$ cat src/rtl/iso14443a_app_tx_arbiter.sv
// Round-robin message arbiter in front of the 14443-4A transmit path.
// Records each forwarded reply so a resend request can be replayed without source involvement.
module iso14443a_app_tx_arbiter #(
    parameter int NUM_SRC   = 2,
    parameter int BUF_DEPTH = 64
) (
    input  logic                 clk,
    input  logic                 rst,
    input  logic [NUM_SRC-1:0]   src_valid,
    input  logic [NUM_SRC*8-1:0] src_data,
    input  logic [NUM_SRC-1:0]   src_last,
    output logic [NUM_SRC-1:0]   src_ready,
    output logic [NUM_SRC-1:0]   src_grant,
    input  logic                 resend_last,
    output logic                 tx_valid,
    output logic [7:0]           tx_data,
    output logic                 tx_last,
    input  logic                 tx_ready,
    output logic                 replay_active,
    output logic                 buf_valid,
    output logic                 overflow
);
    localparam int IDX_W = (NUM_SRC > 1) ? $clog2(NUM_SRC) : 1;
    localparam int PTR_W = $clog2(BUF_DEPTH);

    typedef enum logic [1:0] {ST_IDLE, ST_PASS, ST_REPLAY} state_t;

    state_t             state_q, state_d;
    logic [IDX_W-1:0]   grant_q;
    logic [IDX_W-1:0]   rr_last_q;
    logic               pending_q;
    logic [PTR_W:0]     wr_ptr_q;
    logic [PTR_W-1:0]   rd_ptr_q;
    logic [PTR_W:0]     len_q;
    logic               ovf_q;
    logic               buf_valid_q;
    logic               overflow_q;
    logic [7:0]         mem_q [BUF_DEPTH];

    logic               sel_valid, sel_last;
    logic [7:0]         sel_data;
    logic               win_found;
    logic [IDX_W-1:0]   win_idx;
    int                 cand_i;
    logic               xfer, wr_full, ovf_next, replay_last, resend_any;

    assign sel_valid   = src_valid[grant_q];
    assign sel_last    = src_last[grant_q];
    assign sel_data    = src_data[{grant_q, 3'b000} +: 8];
    assign xfer        = tx_valid & tx_ready;
    assign wr_full     = (wr_ptr_q == (PTR_W+1)'(BUF_DEPTH));
    assign ovf_next    = ovf_q | wr_full;
    assign replay_last = ({1'b0, rd_ptr_q} == len_q - 1'b1);
    assign resend_any  = resend_last | pending_q;
    assign buf_valid   = buf_valid_q;
    assign overflow    = overflow_q;

    // Search begins one past the source that completed the previous message.
    always_comb begin
        win_found = 1'b0;
        win_idx   = '0;
        cand_i    = 0;
        for (int k = 0; k < NUM_SRC; k++) begin
            cand_i = (int'(rr_last_q) + 1 + k) % NUM_SRC;
            if (!win_found && src_valid[cand_i[IDX_W-1:0]]) begin
                win_found = 1'b1;
                win_idx   = cand_i[IDX_W-1:0];
            end
        end
    end

    always_ff @(posedge clk) begin
        if (rst) begin
            state_q <= ST_IDLE;
        end else begin
            state_q <= state_d;
        end
    end

    always_comb begin
        state_d = state_q;
        case (state_q)
            ST_IDLE: begin
                if (resend_any && buf_valid_q) begin
                    state_d = ST_REPLAY;
                end else if (win_found) begin
                    state_d = ST_PASS;
                end
            end
            ST_PASS:   if (xfer && sel_last)    state_d = ST_IDLE;
            ST_REPLAY: if (xfer && replay_last) state_d = ST_IDLE;
            default:   state_d = ST_IDLE;
        endcase
    end

    always_comb begin
        tx_valid      = 1'b0;
        tx_data       = 8'h00;
        tx_last       = 1'b0;
        src_grant     = '0;
        src_ready     = '0;
        replay_active = 1'b0;
        case (state_q)
            ST_PASS: begin
                tx_valid  = sel_valid;
                tx_data   = sel_data;
                tx_last   = sel_last;
                src_grant = NUM_SRC'(1) << grant_q;
                src_ready = (NUM_SRC'(1) << grant_q) & {NUM_SRC{tx_ready}};
            end
            ST_REPLAY: begin
                tx_valid      = 1'b1;
                tx_data       = mem_q[rd_ptr_q];
                tx_last       = replay_last;
                replay_active = 1'b1;
            end
            default: ;
        endcase
    end

    always_ff @(posedge clk) begin
        if (rst) begin
            grant_q     <= '0;
            rr_last_q   <= IDX_W'(NUM_SRC - 1);
            pending_q   <= 1'b0;
            wr_ptr_q    <= '0;
            rd_ptr_q    <= '0;
            len_q       <= '0;
            ovf_q       <= 1'b0;
            buf_valid_q <= 1'b0;
            overflow_q  <= 1'b0;
        end else begin
            // IDLE always consumes the request: either it starts a replay or it is dropped.
            pending_q <= (state_q == ST_IDLE) ? 1'b0 : (pending_q | resend_last);
            case (state_q)
                ST_IDLE: begin
                    if (state_d == ST_PASS) begin
                        grant_q     <= win_idx;
                        buf_valid_q <= 1'b0;
                        overflow_q  <= 1'b0;
                        wr_ptr_q    <= '0;
                        ovf_q       <= 1'b0;
                    end
                    if (state_d == ST_REPLAY) begin
                        rd_ptr_q <= '0;
                    end
                end
                ST_PASS: begin
                    if (xfer) begin
                        if (wr_full) begin
                            ovf_q <= 1'b1;
                        end else begin
                            wr_ptr_q <= wr_ptr_q + 1'b1;
                        end
                        if (sel_last) begin
                            len_q       <= wr_full ? wr_ptr_q : wr_ptr_q + 1'b1;
                            buf_valid_q <= !ovf_next;
                            overflow_q  <= ovf_next;
                            rr_last_q   <= grant_q;
                        end
                    end
                end
                ST_REPLAY: begin
                    if (xfer) begin
                        rd_ptr_q <= rd_ptr_q + 1'b1;
                    end
                end
                default: ;
            endcase
        end
    end

    always_ff @(posedge clk) begin
        if (state_q == ST_PASS && xfer && !wr_full) begin
            mem_q[wr_ptr_q[PTR_W-1:0]] <= tx_data;
        end
    end
endmodule

$ cat config.mk
export PLATFORM = sky130hd
export DESIGN_NAME = iso14443a_app_tx_arbiter
export DESIGN_NICKNAME = d
export VERILOG_FILES = /design/src/rtl/iso14443a_app_tx_arbiter.sv
export SDC_FILE = /design/constraint.sdc
export NUM_CORES = 1
export LEC_CHECK = 0
export ABC_AREA = 1
export BUFFER_PORTS_ARGS = -buffer_cell sky130_fd_sc_hd__buf_4
export CAP_MARGIN = 20
export CORE_MARGIN = 3
export CORE_UTILIZATION = 40
export DETAILED_ROUTE_END_ITERATION = 12
export HOLD_SLACK_MARGIN = 0.15
export PLACE_DENSITY_LB_ADDON = 0.12
export SYNTH_ARGS = -nofsm -noshare
export SYNTH_HDL_FRONTEND = slang
export SYNTH_SLANG_ARGS = --single-unit
$ cat constraint.sdc
create_clock -name clk -period 5.5 [get_ports clk]
set_input_delay 0.275 -clock clk [delete_from_list [all_inputs] [get_ports clk]]
set_output_delay 0.275 -clock clk [all_outputs]
set_load 0.02 [all_outputs]
==> flow_summary.json <==
{
  "setup_viol": 0,
  "antenna_found_initial": 0,
  "drt_wl_total_um": 63100,
  "antenna_cells": 0,
  "rsz0062_at_grt": "no",
  "postSynthAreaPerCell_sq_um": 12.2,
  "ys_types": 40,
  "die_w_um": 242,
  "layout.nets": 1890,
  "drcViolationCount": 0,
  "cts-resized-gates": 0,
  "gp_congestion": 0.816,
  "grt_pass1_wl_um": 94300,
  "period_needed_ns": 4.56,
  "drt_first_pass_iters": 6,
  "synthArstFlopShare_pct": 0,
  "powerDensity_nw_per_um2": 472,
  "worst-path-max-fanout": 52,
  "hp-class": "in2reg",
  "ys_top_cells_by_area": "edfxtp_1 (69%), nor2_1 (6.7%), o21ai_0 (6.3%)",
  "grt_max_degree": 95,
  "final.setup.tns_ns": 0,
  "clkTransAtPathRegs_ns": 0.06,
  "maxCapViolCount": 0,
  "ant_nets": 0,
  "yosysMostFrequentCell": "edfxtp_1",
  "yosys-top-cells-count": "edfxtp_1 (512), nor2_1 (397), o21ai_0 (280)",
  "cp_data_arrival_time_ns": 4.29,
  "synth_ff_type": "edfxtp_1",
  "finalCritPeriodShare_pct": 83.0,
  "cts_buffer_depth": 3,
  "fin_area_sq_um": 25700,
  "cts_tree": "done",
  "initialDrtViolationCount": 1240,
  "track_usage_pct": 21.3,
  "end_kind": "output pin",
  "die_h_um": 242,
  "drv_slew": 0,
  "relSlewSlack_pct": 29.4,
  "pin_count": 41,
  "initial_core_util_pct": 40.5,
  "fin_ws_ns": 0.935,
  "hpwlAfterDp_um": 38000,
  "synth_nets": 1865,
  "hold_violations": 0,
  "syn2layout_area_growth_pct": 14.9,
  "synth-edff-count": 512,
  "crit_required_ns": 5.22,
  "synth_cells": 1833,
  "p_leak_nw": 8.42,
  "root_buffer": "clkbuf_16",
  "cts-hold-fix-buffers": 5,
  "viasPerCell": 5.57,
  "rows": 86,
  "yosysTopAreaCell": "edfxtp_1",
  "crit_type": "reg2out",
  "cts_max_level": 2,
  "vias": 14800,
  "synth_warnings": 0,
  "cp-start-kind": "flop",
  "overflow": 0,
  "pre_cts_slack_ns": 1.26,
  "netlist.area_leader.share_pct": 68.8,
  "clock-sinks": 546,
  "num-fill-cells": 4909,
  "synthesis.area_sq_um": 22400,
  "vdd_drop_max_mv": 0.249,
  "clkLatencyLatePin_ns": 0.62,
  "port_buffers": 40,
  "die_area_sq_um": 58800,
  "skew_ns": 0.0264,
  "post-cts-setup-buffers": 0,
  "numCtsBuffers": 58,
  "tightest_slew_ns": 1.06,
  "status": "finished, final reports clean",
  "ys_ff_latch": 546,
  "layout-drive-gt1-share_pct": 10.9,
  "coreArea_sq_um": 55200,
  "placed_cell_area_sq_um": 23600,
  "wl_per_cell_um": 23.8,
  "grt_pass1_vias": 14600,
  "fmax_ghz": 0.219,
  "ys_seq_area_share_pct": 71.8
}
-- per-layer routing --
layer  vias to the layer above  track usage [%]  wire length (um)
li1                       6838                -                 -
met4                         0             7.83              2100
met1                      7338             29.7             27600
met2                       514             33.4             29100
met5                         -                0                 0
met3                       105             3.96              4330
-- through the flow --
stage / util (%) / hold WS, ns / cells / total power [W]
4_1_cts: 46.5 / 0.155 / 2655 / 0.0122
3_5_place_dp: 42.8 / 0.464 / 2541 / 0.00808
5_1_grt: 46.5 / 0.233 / 2655 / 0.0127
6_report: 46.5 / 0.208 / 2655 / 0.0121
3_3_place_gp: 42.8 / 0.456 / 2541 / 0.00809
2_1_floorplan: - / 0.440 / 1833 / 0.00688
-- layout make-up --
type                       instances  area [sq um]  area share (%)
clock buffer                      69          1540            6.01
clock inverter                    40           483            1.88
inverter                          52           209           0.814
multi-input combinational       1121          5740            22.3
sequential                       546         16100            62.6
tap                              748           936            3.64
timing repair buffer              79           706            2.75
-- sequential cells by signal, indices dropped and copies added (netlist names), 2 cells and up, named ones only --
signal / count
len_q: 7
rd_ptr_q: 6
state_q: 2
wr_ptr_q: 7
mem_q: 512
-- placed cells by master (no fill, tap or decap), types with 23 or more instances in the layout --
| cell | count |
|---|---|
| buf_4 | 66 |
| dfxtp_1 | 31 |
| edfxtp_1 | 512 |
| nand3_1 | 110 |
| o21ai_0 | 280 |
| inv_1 | 42 |
| clkbuf_16 | 59 |
| a21oi_1 | 23 |
| nor2_1 | 397 |
| o221ai_1 | 95 |
| nand2_1 | 96 |
| o22ai_1 | 34 |
-- worst max-delay path, stage by stage (launching register included) --
cell and delay, ns:
dfxtp_4 0.75, buf_4 0.49, o21ai_0 0.16, o221ai_1 0.27, nand3_1 0.19, nand3_1 0.19, nand3_1 0.11, nand2_1 0.10
nand2_1 0.08, a21oi_4 0.71, buf_4 0.37, buf_4 0.19
-- worst paths after layout --
| kind | cells past startpoint | startpoint | slack, ns | to |
|---|---|---|---|---|
| max reg2reg | 12 | state_q[1]$_SDFF_PP0_ | 1.23 | mem_q[52][5]$_DFFE_PP_ |
| min | 6 | src_last[0] | 0.21 | buf_valid$_SDFFE_PP0P_ |
| max | 11 | flop | 0.94 | tx_data[1] |
| min reg2reg | 2 | ovf_q$_SDFFE_PP0P_ | 0.48 | ovf_q$_SDFFE_PP0P_ |
-- cells by family (layout without fill, tap and decap cells) --
| group | count (synthesis) | in the layout | share of synthesized area, % |
|---|---|---|---|
| compound gates | 462 | 462 | 12.4 |
| xor+xnor | 7 | 7 | 0.274 |
| fa+ha+maj | 8 | 8 | 0.448 |
| buf+inv | 166 | 240 | 2.92 |
| flops | 546 | 546 | 71.8 |
| simple gates | 644 | 644 | 12.2 |
-- where the power goes --
part           internal (W)  switching [W]  total, W
combinational      0.000839        0.00223   0.00307
clock               0.00248        0.00165   0.00413
sequential          0.00476       0.000156   0.00492
Note: power is estimated with default switching activity, not from simulation.
